===== config.mk =====
export PLATFORM = sky130hd
export DESIGN_NAME = ita_hwpe_job_dispatcher_flat
export DESIGN_NICKNAME = d
export VERILOG_FILES = /design/src/rtl/ita_hwpe_job_dispatcher_if.sv /design/src/rtl/ita_hwpe_job_dispatcher.sv /design/src/flat_wrapper.sv
export SDC_FILE = /design/constraint.sdc
export NUM_CORES = 1
export LEC_CHECK = 0
export ABC_CLOCK_PERIOD_IN_PS = 2300
export CORE_ASPECT_RATIO = 1.5
export CORE_MARGIN = 5
export CORE_UTILIZATION = 40
export CTS_CLUSTER_SIZE = 20
export DETAILED_ROUTE_END_ITERATION = 12
export GPL_TIMING_DRIVEN = 0
export PLACE_DENSITY = 0.78
export SLEW_MARGIN = 25
export SYNTH_ARGS = -nofsm -noshare
export SYNTH_HDL_FRONTEND = slang
export SYNTH_SLANG_ARGS = --single-unit

===== constraint.sdc =====
create_clock -name clk_i -period 2.3 [get_ports clk_i]
set_clock_uncertainty 0.05 [all_clocks]
set_input_delay 0.23 -clock clk_i [delete_from_list [all_inputs] [get_ports clk_i]]
set_output_delay 0.23 -clock clk_i [all_outputs]
set_load 0.02 [all_outputs]

===== src/rtl/ita_hwpe_job_dispatcher_if.sv =====
// ITA HWPE shared defaults and the peripheral control bus.
// Package: ITA_IO_REGS, ID_WIDTH. Interface: req/gnt/add/wen/be/data/id, r_data/r_valid/r_id.
package ita_hwpe_package;
  parameter int unsigned ITA_IO_REGS = 4;
  parameter int unsigned ID_WIDTH    = 8;
endpackage

interface hwpe_ctrl_intf_periph #(
  parameter int unsigned ID_WIDTH = ita_hwpe_package::ID_WIDTH
) ();
  logic                req;
  logic                gnt;
  logic [31:0]         add;
  logic                wen;
  logic [3:0]          be;
  logic [31:0]         data;
  logic [ID_WIDTH-1:0] id;
  logic [31:0]         r_data;
  logic                r_valid;
  logic [ID_WIDTH-1:0] r_id;

  modport master (
    output req, add, wen, be, data, id,
    input  gnt, r_data, r_valid, r_id
  );

  modport slave (
    input  req, add, wen, be, data, id,
    output gnt, r_data, r_valid, r_id
  );
endinterface


===== src/rtl/ita_hwpe_job_dispatcher.sv =====
// ITA HWPE job dispatcher: acquire context, write job regs, trigger, await done.
// Ports: clk_i, rst_i (sync, active-high), job_valid_i/job_ready_o/job_regs_i,
//   done_valid_o/done_id_o, busy_o, evt_i, periph (hwpe_ctrl_intf_periph master).
// Build option: define ITA_DISPATCH_POLL_EN to poll the status register
//   (BASE_ADDR+0x0C) for completion instead of waiting for evt_i.
module ita_hwpe_job_dispatcher #(
  parameter int unsigned N_REGS    = ita_hwpe_package::ITA_IO_REGS,
  parameter logic [31:0] BASE_ADDR = 32'h0,
  parameter int unsigned ID_WIDTH  = ita_hwpe_package::ID_WIDTH,
  parameter int unsigned BACKOFF   = 8
) (
  input  logic                   clk_i,
  input  logic                   rst_i,
  input  logic                   job_valid_i,
  output logic                   job_ready_o,
  input  logic [N_REGS-1:0][31:0] job_regs_i,
  output logic                   done_valid_o,
  output logic [7:0]             done_id_o,
  output logic                   busy_o,
  input  logic                   evt_i,
  hwpe_ctrl_intf_periph.master   periph
);

  localparam int unsigned IW = (N_REGS > 1) ? $clog2(N_REGS) : 1;
  localparam int unsigned CW = (BACKOFF > 1) ? $clog2(BACKOFF) : 1;
  localparam logic [IW-1:0] IDX_LAST = IW'(N_REGS - 1);
  localparam logic [CW-1:0] CNT_LAST = CW'(BACKOFF - 1);
  localparam logic [31:0] ADDR_TRIG = BASE_ADDR;
  localparam logic [31:0] ADDR_ACQ  = BASE_ADDR + 32'h04;
  localparam logic [31:0] ADDR_STAT = BASE_ADDR + 32'h0C;
  localparam logic [31:0] ADDR_REGS = BASE_ADDR + 32'h20;

  typedef enum logic [3:0] {
    IDLE,
    ACQ_REQ,
    ACQ_RSP,
    BACK_OFF,
    WR_REGS,
    TRIGGER,
    WAIT_DONE,
    POLL_RSP,
    POLL_GAP
  } state_e;

  state_e                  state_q, state_d;
  logic [IW-1:0]           idx_q, idx_d;
  logic [CW-1:0]           cnt_q, cnt_d;
  logic [7:0]              id_q, id_d;
  logic [N_REGS-1:0][31:0] buf_q, buf_d;
  logic                    done_q, done_d;
  logic [7:0]              done_id_q, done_id_d;

  logic                    req_c;
  logic                    wen_c;
  logic [31:0]             add_c;
  logic [31:0]             data_c;
  logic [3:0]              be_c;
  logic [ID_WIDTH-1:0]     id_zero;
  logic                    rsp_ok;

  // Only our own (id 0) read responses are consumed.
  assign id_zero = '0;
  assign rsp_ok  = periph.r_valid && (periph.r_id == id_zero);

  assign job_ready_o  = (state_q == IDLE) && !rst_i;
  assign busy_o       = (state_q != IDLE);
  assign done_valid_o = done_q;
  assign done_id_o    = done_id_q;

  assign periph.req  = req_c;
  assign periph.wen  = wen_c;
  assign periph.add  = add_c;
  assign periph.data = data_c;
  assign periph.be   = be_c;
  assign periph.id   = id_zero;

  logic unused_bits;
`ifdef ITA_DISPATCH_POLL_EN
  assign unused_bits = ^{periph.r_data[30:8], evt_i};
`else
  assign unused_bits = ^{periph.r_data[30:8]};
`endif

  always_comb begin
    state_d   = state_q;
    idx_d     = idx_q;
    cnt_d     = cnt_q;
    id_d      = id_q;
    buf_d     = buf_q;
    done_d    = 1'b0;
    done_id_d = done_id_q;
    req_c     = 1'b0;
    wen_c     = 1'b1;
    add_c     = '0;
    data_c    = '0;
    be_c      = '0;

    unique case (state_q)
      IDLE: begin
        if (job_valid_i && job_ready_o) begin
          buf_d   = job_regs_i;
          state_d = ACQ_REQ;
        end
      end

      ACQ_REQ: begin
        req_c = 1'b1;
        add_c = ADDR_ACQ;
        be_c  = 4'hF;
        if (periph.gnt) state_d = ACQ_RSP;
      end

      ACQ_RSP: begin
        if (rsp_ok) begin
          // bit 31 set: no free context, retry later
          if (periph.r_data[31]) begin
            cnt_d   = '0;
            state_d = (BACKOFF == 0) ? ACQ_REQ : BACK_OFF;
          end else begin
            id_d    = periph.r_data[7:0];
            idx_d   = '0;
            state_d = WR_REGS;
          end
        end
      end

      BACK_OFF: begin
        if (cnt_q == CNT_LAST) begin
          cnt_d   = '0;
          state_d = ACQ_REQ;
        end else begin
          cnt_d = cnt_q + 1'b1;
        end
      end

      WR_REGS: begin
        req_c  = 1'b1;
        wen_c  = 1'b0;
        be_c   = 4'hF;
        add_c  = ADDR_REGS + (32'(idx_q) << 2);
        data_c = buf_q[idx_q];
        if (periph.gnt) begin
          if (idx_q == IDX_LAST) begin
            idx_d   = '0;
            state_d = TRIGGER;
          end else begin
            idx_d = idx_q + 1'b1;
          end
        end
      end

      TRIGGER: begin
        req_c = 1'b1;
        wen_c = 1'b0;
        be_c  = 4'hF;
        add_c = ADDR_TRIG;
        if (periph.gnt) state_d = WAIT_DONE;
      end

      WAIT_DONE: begin
`ifdef ITA_DISPATCH_POLL_EN
        req_c = 1'b1;
        add_c = ADDR_STAT;
        be_c  = 4'hF;
        if (periph.gnt) state_d = POLL_RSP;
`else
        if (evt_i) begin
          done_d    = 1'b1;
          done_id_d = id_q;
          state_d   = IDLE;
        end
`endif
      end

      POLL_RSP: begin
`ifdef ITA_DISPATCH_POLL_EN
        if (rsp_ok) begin
          // status bit 0 set: accelerator still busy
          if (periph.r_data[0]) begin
            cnt_d   = '0;
            state_d = (BACKOFF == 0) ? WAIT_DONE : POLL_GAP;
          end else begin
            done_d    = 1'b1;
            done_id_d = id_q;
            state_d   = IDLE;
          end
        end
`else
        state_d = IDLE;
`endif
      end

      POLL_GAP: begin
`ifdef ITA_DISPATCH_POLL_EN
        if (cnt_q == CNT_LAST) begin
          cnt_d   = '0;
          state_d = WAIT_DONE;
        end else begin
          cnt_d = cnt_q + 1'b1;
        end
`else
        state_d = IDLE;
`endif
      end

      default: state_d = IDLE;
    endcase
  end

  always_ff @(posedge clk_i) begin
    if (rst_i) begin
      state_q   <= IDLE;
      idx_q     <= '0;
      cnt_q     <= '0;
      id_q      <= '0;
      buf_q     <= '0;
      done_q    <= 1'b0;
      done_id_q <= '0;
    end else begin
      state_q   <= state_d;
      idx_q     <= idx_d;
      cnt_q     <= cnt_d;
      id_q      <= id_d;
      buf_q     <= buf_d;
      done_q    <= done_d;
      done_id_q <= done_id_d;
    end
  end

endmodule

===== src/flat_wrapper.sv =====
// flat-port wrapper written by rule: the top's interface ports become plain ports
module ita_hwpe_job_dispatcher_flat 
#(
  parameter int unsigned N_REGS    = ita_hwpe_package::ITA_IO_REGS,
  parameter logic [31:0] BASE_ADDR = 32'h0,
  parameter int unsigned ID_WIDTH  = ita_hwpe_package::ID_WIDTH,
  parameter int unsigned BACKOFF   = 8
)
  (clk_i, rst_i, job_valid_i, job_ready_o, job_regs_i, done_valid_o, done_id_o, busy_o, evt_i, periph_req, periph_add, periph_wen, periph_be, periph_data, periph_id, periph_gnt, periph_r_data, periph_r_valid, periph_r_id);
  hwpe_ctrl_intf_periph #(.ID_WIDTH(ID_WIDTH)) periph_i ();
  input  logic clk_i;
  input  logic rst_i;
  input  logic job_valid_i;
  output logic job_ready_o;
  input  logic [N_REGS-1:0][31:0] job_regs_i;
  output logic done_valid_o;
  output logic [7:0] done_id_o;
  output logic busy_o;
  input  logic evt_i;
  output wire logic [$bits(periph_i.req)-1:0] periph_req;
  output wire logic [$bits(periph_i.add)-1:0] periph_add;
  output wire logic [$bits(periph_i.wen)-1:0] periph_wen;
  output wire logic [$bits(periph_i.be)-1:0] periph_be;
  output wire logic [$bits(periph_i.data)-1:0] periph_data;
  output wire logic [$bits(periph_i.id)-1:0] periph_id;
  input wire logic [$bits(periph_i.gnt)-1:0] periph_gnt;
  input wire logic [$bits(periph_i.r_data)-1:0] periph_r_data;
  input wire logic [$bits(periph_i.r_valid)-1:0] periph_r_valid;
  input wire logic [$bits(periph_i.r_id)-1:0] periph_r_id;
  assign periph_req = periph_i.req;
  assign periph_add = periph_i.add;
  assign periph_wen = periph_i.wen;
  assign periph_be = periph_i.be;
  assign periph_data = periph_i.data;
  assign periph_id = periph_i.id;
  assign periph_i.gnt = periph_gnt;
  assign periph_i.r_data = periph_r_data;
  assign periph_i.r_valid = periph_r_valid;
  assign periph_i.r_id = periph_r_id;
  ita_hwpe_job_dispatcher #(.N_REGS(N_REGS), .BASE_ADDR(BASE_ADDR), .ID_WIDTH(ID_WIDTH), .BACKOFF(BACKOFF)) u_core (.clk_i(clk_i), .rst_i(rst_i), .job_valid_i(job_valid_i), .job_ready_o(job_ready_o), .job_regs_i(job_regs_i), .done_valid_o(done_valid_o), .done_id_o(done_id_o), .busy_o(busy_o), .evt_i(evt_i), .periph(periph_i));
endmodule

# Word-level counts from Yosys, hierarchy flattened
# Index checks and enable logic that the tools add are counted.
op_classes:
  n_eq_ne: 18
  mux: 27
  order_cmp: 1
  n_addsub: 3
  n_bitwise: 2
  reduce_logical: 18
ops:
  columns: ["operator", "count"]
  rows:
  - ["$bmux 32 s2", 1]
  - ["$mux 32", 2]
  - ["$pmux 32 s2", 1]
  - ["$mux 4", 9]
  - ["$pmux 4 s7", 1]
  - ["$ne 2x2->1 const B", 7]
  - ["$eq 4x3->1 const B", 3]
  - ["$mux 3", 4]
  - ["$eq 4x2->1 const B", 2]
  - ["$logic_not 8->1", 1]
  - ["$mux 2", 4]
  - ["$reduce_and 8->1", 1]
  - ["$add 6x4->7 const A", 1]
  - ["$ne 2x1->1 const B", 3]
  - ["$pmux 3 s2", 1]
  - ["$reduce_and 3->1", 2]
  - ["$eq 4x1->1 const B", 1]
  - ["$logic_not 4->1", 1]
  - ["$pmux 2 s2", 1]
  - ["$reduce_and 2->1", 2]
  - ["$reduce_and 4->1", 1]
  - ["$reduce_bool 2->1", 2]
  - ["$reduce_bool 4->1", 1]
  - ["$reduce_or 2->1", 2]
  - ["other kinds (10)", 15]
word_totals:
  regBits: 154
  in_bits: 174
  elab_cells: 79

# Logic depth before layout (Yosys ltp)
logic_depth:
  depth_word: 5
  ltp_mapped: 9
  ltp_nobuf: 5

# Least setup slack after synthesis
# OpenSTA, ideal clock, no wires.
synth_path:
  kind: "flip-flop to output port"
  from: "reg u_core.idx_q[1]"
  to: "out periph_data[30]"
  required_ns: 2.020
  slack_ns: 0.435
  n_path_buf: 2
  path_stages_with_launch: 5
  arrival_time_ns: 1.585
  cell_sequence: "dfxtp_1 -> buf_2 -> buf_1 -> mux4_2 -> and2_1"
synth_between:
  elab_chain_cells: 3
synth_lines:
  columns: ["element", "line_no", "text"]
  rows:
  - ["start: declaration", "ita_hwpe_job_dispatcher.sv:46", "logic [IW-1:0] idx_q, idx_d;"]
  - ["start signal: assignment", "ita_hwpe_job_dispatcher.sv:221", "idx_q <= idx_d;"]
  - ["$bmux 32 s2", "ita_hwpe_job_dispatcher.sv:141", "data_c = buf_q[idx_q];"]
  - ["$mux 32 (implied by the code)", "ita_hwpe_job_dispatcher.sv:141", null]
  - ["$mux 32", "ita_hwpe_job_dispatcher.sv:98", "unique case (state_q)"]
  - ["end: declaration", "flat_wrapper.sv:24", "output wire logic [$bits(periph_i.data)-1:0] periph_data;"]
# No other way between the ends. The select of a mux whose other input is x is not followed.

# Worst setup path in the final report
layout_path:
  from: "reg u_core.state_q[1]"
  to: "out job_ready_o"
layout_between:
  elab_chain_cells: 2
layout_lines:
  columns: ["element", "line_no", "text"]
  rows:
  - ["start: declaration", "ita_hwpe_job_dispatcher.sv:45", "state_e state_q, state_d;"]
  - ["start signal: assignment", "ita_hwpe_job_dispatcher.sv:220", "state_q <= state_d;"]
  - ["$logic_not 4->1", "ita_hwpe_job_dispatcher.sv:65", "assign job_ready_o = (state_q == IDLE) && !rst_i;"]
  - ["$logic_and 1x1->1", "ita_hwpe_job_dispatcher.sv:65", null]
  - ["end: declaration", "flat_wrapper.sv:14", "output logic job_ready_o;"]
# No other way between the ends.

==> flow_summary.ini <==
[setup_path]
critPathCaptureType = primary output
regToRegSetupSlack_ns = 0.30
critical_path.top_delay_family = buffers and inverters
critical_path_arrival_ns = 1.97
worst_endpoint_required_time_ns = 2.02
category_of_the_most_critical_setup_path = reg2out
cpPeakStageDelay_ns = 0.62
critical_path.startpoint_type = flip-flop
critPathMaxFanout = 10
worst-path-buf-inv = 2
timing.critical_path.cells = buf_4, or3_4, nor2_1, clkdlybuf4s50_1
slowest_stage = sky130_fd_sc_hd__clkdlybuf4s50_1

[clock_network]
clkLatencyLatePin_ns = 0.42
numCtsBuffers = 17
clock_root_cell = sky130_fd_sc_hd__clkbuf_16
clock_transition_time_at_the_flip_flop_clock_pins_of_the_worst_setup_and_hold_paths_ns = 0.06
holdBufCountCts = 0
ctsLongestPathBuffers = 2
cts_tree = yes
h-tree-depth = 4
cts.sink_count = 153

[timing]
fin_crit_ns = 2.25
slew-limit-headroom_pct = 49.8
setup-violations-final = 0
final.period_utilization_pct = 97.8
report.final.hold_viol_count = 0
max_clock_freq_mhz = 444
setup_total_negative_slack_ns = 0
final_max_slew_viol_count = 0
tightest_slew_ns = 0.743

[power_and_ir_drop]
ir_worst_vdd_mv = 0.417
static_leakage_power_uw = 0.00403
cellPowerDensity_nw_per_um2 = 762
cell_internal_power_uw = 5520
seq_power_share_pct = 43.9
power.switching_fraction_pct = 29.7
total_switching_power_uw = 2330
combinational_share_of_power_pct = 22.5
portion_of_total_power_attributed_to_the_clock_network_pct = 33.6

[job]
max_cap_viol_count = 0

[die]
initial_core_util_pct = 40.3
fp.dieArea_sq_um = 20700
io_pins = 263
floorplan.rows = 60
floorplan.core_area_sq_um = 17800
die_height_um = 174
die_w_um = 119

[global_routing]
pin_count_of_the_biggest_net_entering_global_routing = 20
grt_pass1_wl_mm = 35.9
first_global_vias = 6728
antenna_violations_before_repair = 1
globalRouteTotalUtil_pct = 22.2
gr-total-overflow = 0

[logic_synthesis]
synth_area_leaders = sky130_fd_sc_hd__dfxtp_1 (43%), sky130_fd_sc_hd__nand2b_1 (12%), sky130_fd_sc_hd__mux4_2 (10%)
yosysSeqAreaShare_pct = 42.8
ys_ff_latch = 153
yosysWarnings = 0
async_flop_share_pct = 0
synth-edff-count = 0
synth_top_area_share_pct = 42.8
syn-cell-area_sq_um = 7160
synth_largest_area_cell = sky130_fd_sc_hd__dfxtp_1
syn_inst = 812
distinct_cell_type_count_after_synthesis = 40
synth_area_per_cell_sq_um = 8.82
ys_dominant_reg_cell = sky130_fd_sc_hd__dfxtp_1

[routing]
drt_iter0_drc = 273
postRouteWirelength_mm = 23.0
post_drt_via_cell_ratio = 4.93
detailroute.via_count = 6439
post-route-drc-count = 0
route.antenna.remaining_nets = 0
first_pass_iters = 4
route.detailed.wl_per_inst_um = 17.6

[finish]
n_fill_cell = 1641
mostFrequentLayoutCell = sky130_fd_sc_hd__clkdlybuf4s50_1
commonest_cells_after_routing_fill_and_taps_aside = sky130_fd_sc_hd__clkdlybuf4s50_1 (162), sky130_fd_sc_hd__dfxtp_1 (149), sky130_fd_sc_hd__nand2_1 (148)
area_growth_syn_to_layout_pct = 43.8
drive_gt1_share_pct = 17.4
number_of_standard_cells_in_the_final_layout_excluding_fillers = 1306
final_net_count = 1252
final_core_util_pct = 57.9

[placed_design]
dp_cells = 1267
port-buffer-count = 202
placed_wire_length_estimate_mm = 17.0
gp_congestion = 0.850

[worst_hold_path]
worstHoldPathType = in2reg

[outcome]
run_status = complete, no violations
==> state kept, by name (all words and copies together), names as in the netlist <==
signal,cells
u_core.done_valid_o,1
u_core.state_q,3
u_core.id_q,8
u_core.buf_q,128
u_core.done_id_o,8
u_core.idx_q,2
u_core.cnt_q,3
==> worst min-delay path: stages <==
cell                              delay [ns]
sky130_fd_sc_hd__clkdlybuf4s50_1        0.40
sky130_fd_sc_hd__nand2_1                0.05
sky130_fd_sc_hd__o21ai_1                0.05
==> power by group through the flow <==
stage	Clock [uW]	Sequential [uW]	Combinational (uW)
2_1_floorplan	0	3390	1120
3_3_place_gp	0	3470	1740
3_5_place_dp	0	3490	1780
4_1_cts	2670	3440	1780
5_1_grt	2780	3500	1960
6_report	2640	3450	1760
==> per-layer routing <==
metal,GRT usage (%),wire length (um),vias up
met5,0,0,-
met4,10.6,855,0
met3,3.94,1170,49
met2,40.3,12000,228
met1,24.7,8960,3004
li1,-,-,3158
==> kinds of logic after synthesis <==
family	after synthesis	synth area share [%]
fa+ha+maj	3	0.524
compound gates	161	11.6
mux	40	11.2
other cells	1	0.0523
buf+inv	103	8.70
simple gates	351	25.2
flops	153	42.8
==> synth_stat cells (3+ instances only) <==
cell type and count:
sky130_fd_sc_hd__o21ai_1 9, sky130_fd_sc_hd__nand2b_1 132, sky130_fd_sc_hd__nand3_1 3, sky130_fd_sc_hd__a21oi_1 17
sky130_fd_sc_hd__buf_6 6, sky130_fd_sc_hd__mux4_2 32, sky130_fd_sc_hd__nor2_1 19, sky130_fd_sc_hd__ha_1 3
sky130_fd_sc_hd__and2_1 33, sky130_fd_sc_hd__mux2i_1 8, sky130_fd_sc_hd__nand2_1 148, sky130_fd_sc_hd__o21ai_0 125
sky130_fd_sc_hd__clkbuf_1 34, sky130_fd_sc_hd__buf_4 42, sky130_fd_sc_hd__buf_2 17, sky130_fd_sc_hd__dfxtp_1 153
==> stage by stage <==
step	setup slack (ns)	total power, uW	instance area, sq um	hold slack (ns)
6_report	0.0501	7850	10300	0.306
5_1_grt	-0.00355	8240	10300	0.302
4_1_cts	-0.120	7890	10300	0.292
3_3_place_gp	-1.27	5210	9590	0.390
2_1_floorplan	0.435	4510	7300	0.289
3_5_place_dp	-1.28	5270	9590	0.397
==> area by class of cell <==
class / instances / area [sq um] / share of cell area [%]
clock inverter: 12 / 88.8 / 0.862
timing repair buffer: 212 / 2060 / 20.0
buffer: 99 / 719 / 6.98
clock buffer: 20 / 467 / 4.53
sequential: 153 / 3070 / 29.8
multi-input combinational: 592 / 3630 / 35.2
tap: 217 / 272 / 2.64
antenna: 1 / 2.50 / 0.0243
==> worst paths after layout <==
check | startpoint | to | depth (start not counted)
worst max-delay path | u_core.state_q[1]$_SDFFE_PP0P_ | job_ready_o | 4
worst min-delay path | job_regs_i[10] | u_core.buf_q[10]$_SDFFE_PP0P_ | 3
worst max register to register | u_core.state_q[1]$_SDFFE_PP0P_ | u_core.buf_q[80]$_SDFFE_PP0P_ | 6
worst min register to register | u_core.id_q[4]$_SDFFE_PP0P_ | u_core.done_id_o[4]$_SDFFE_PP0P_ | 2
==> repair_timing <==
item | CTS | global route
buffers inserted | 7 | 1
gates cloned | 2 | 0
endpoints found under the setup margin | 60 | 22
gates resized for setup | 157 | 26
pin swaps | 1 | 0
Power figures use the tool's default switching activity.
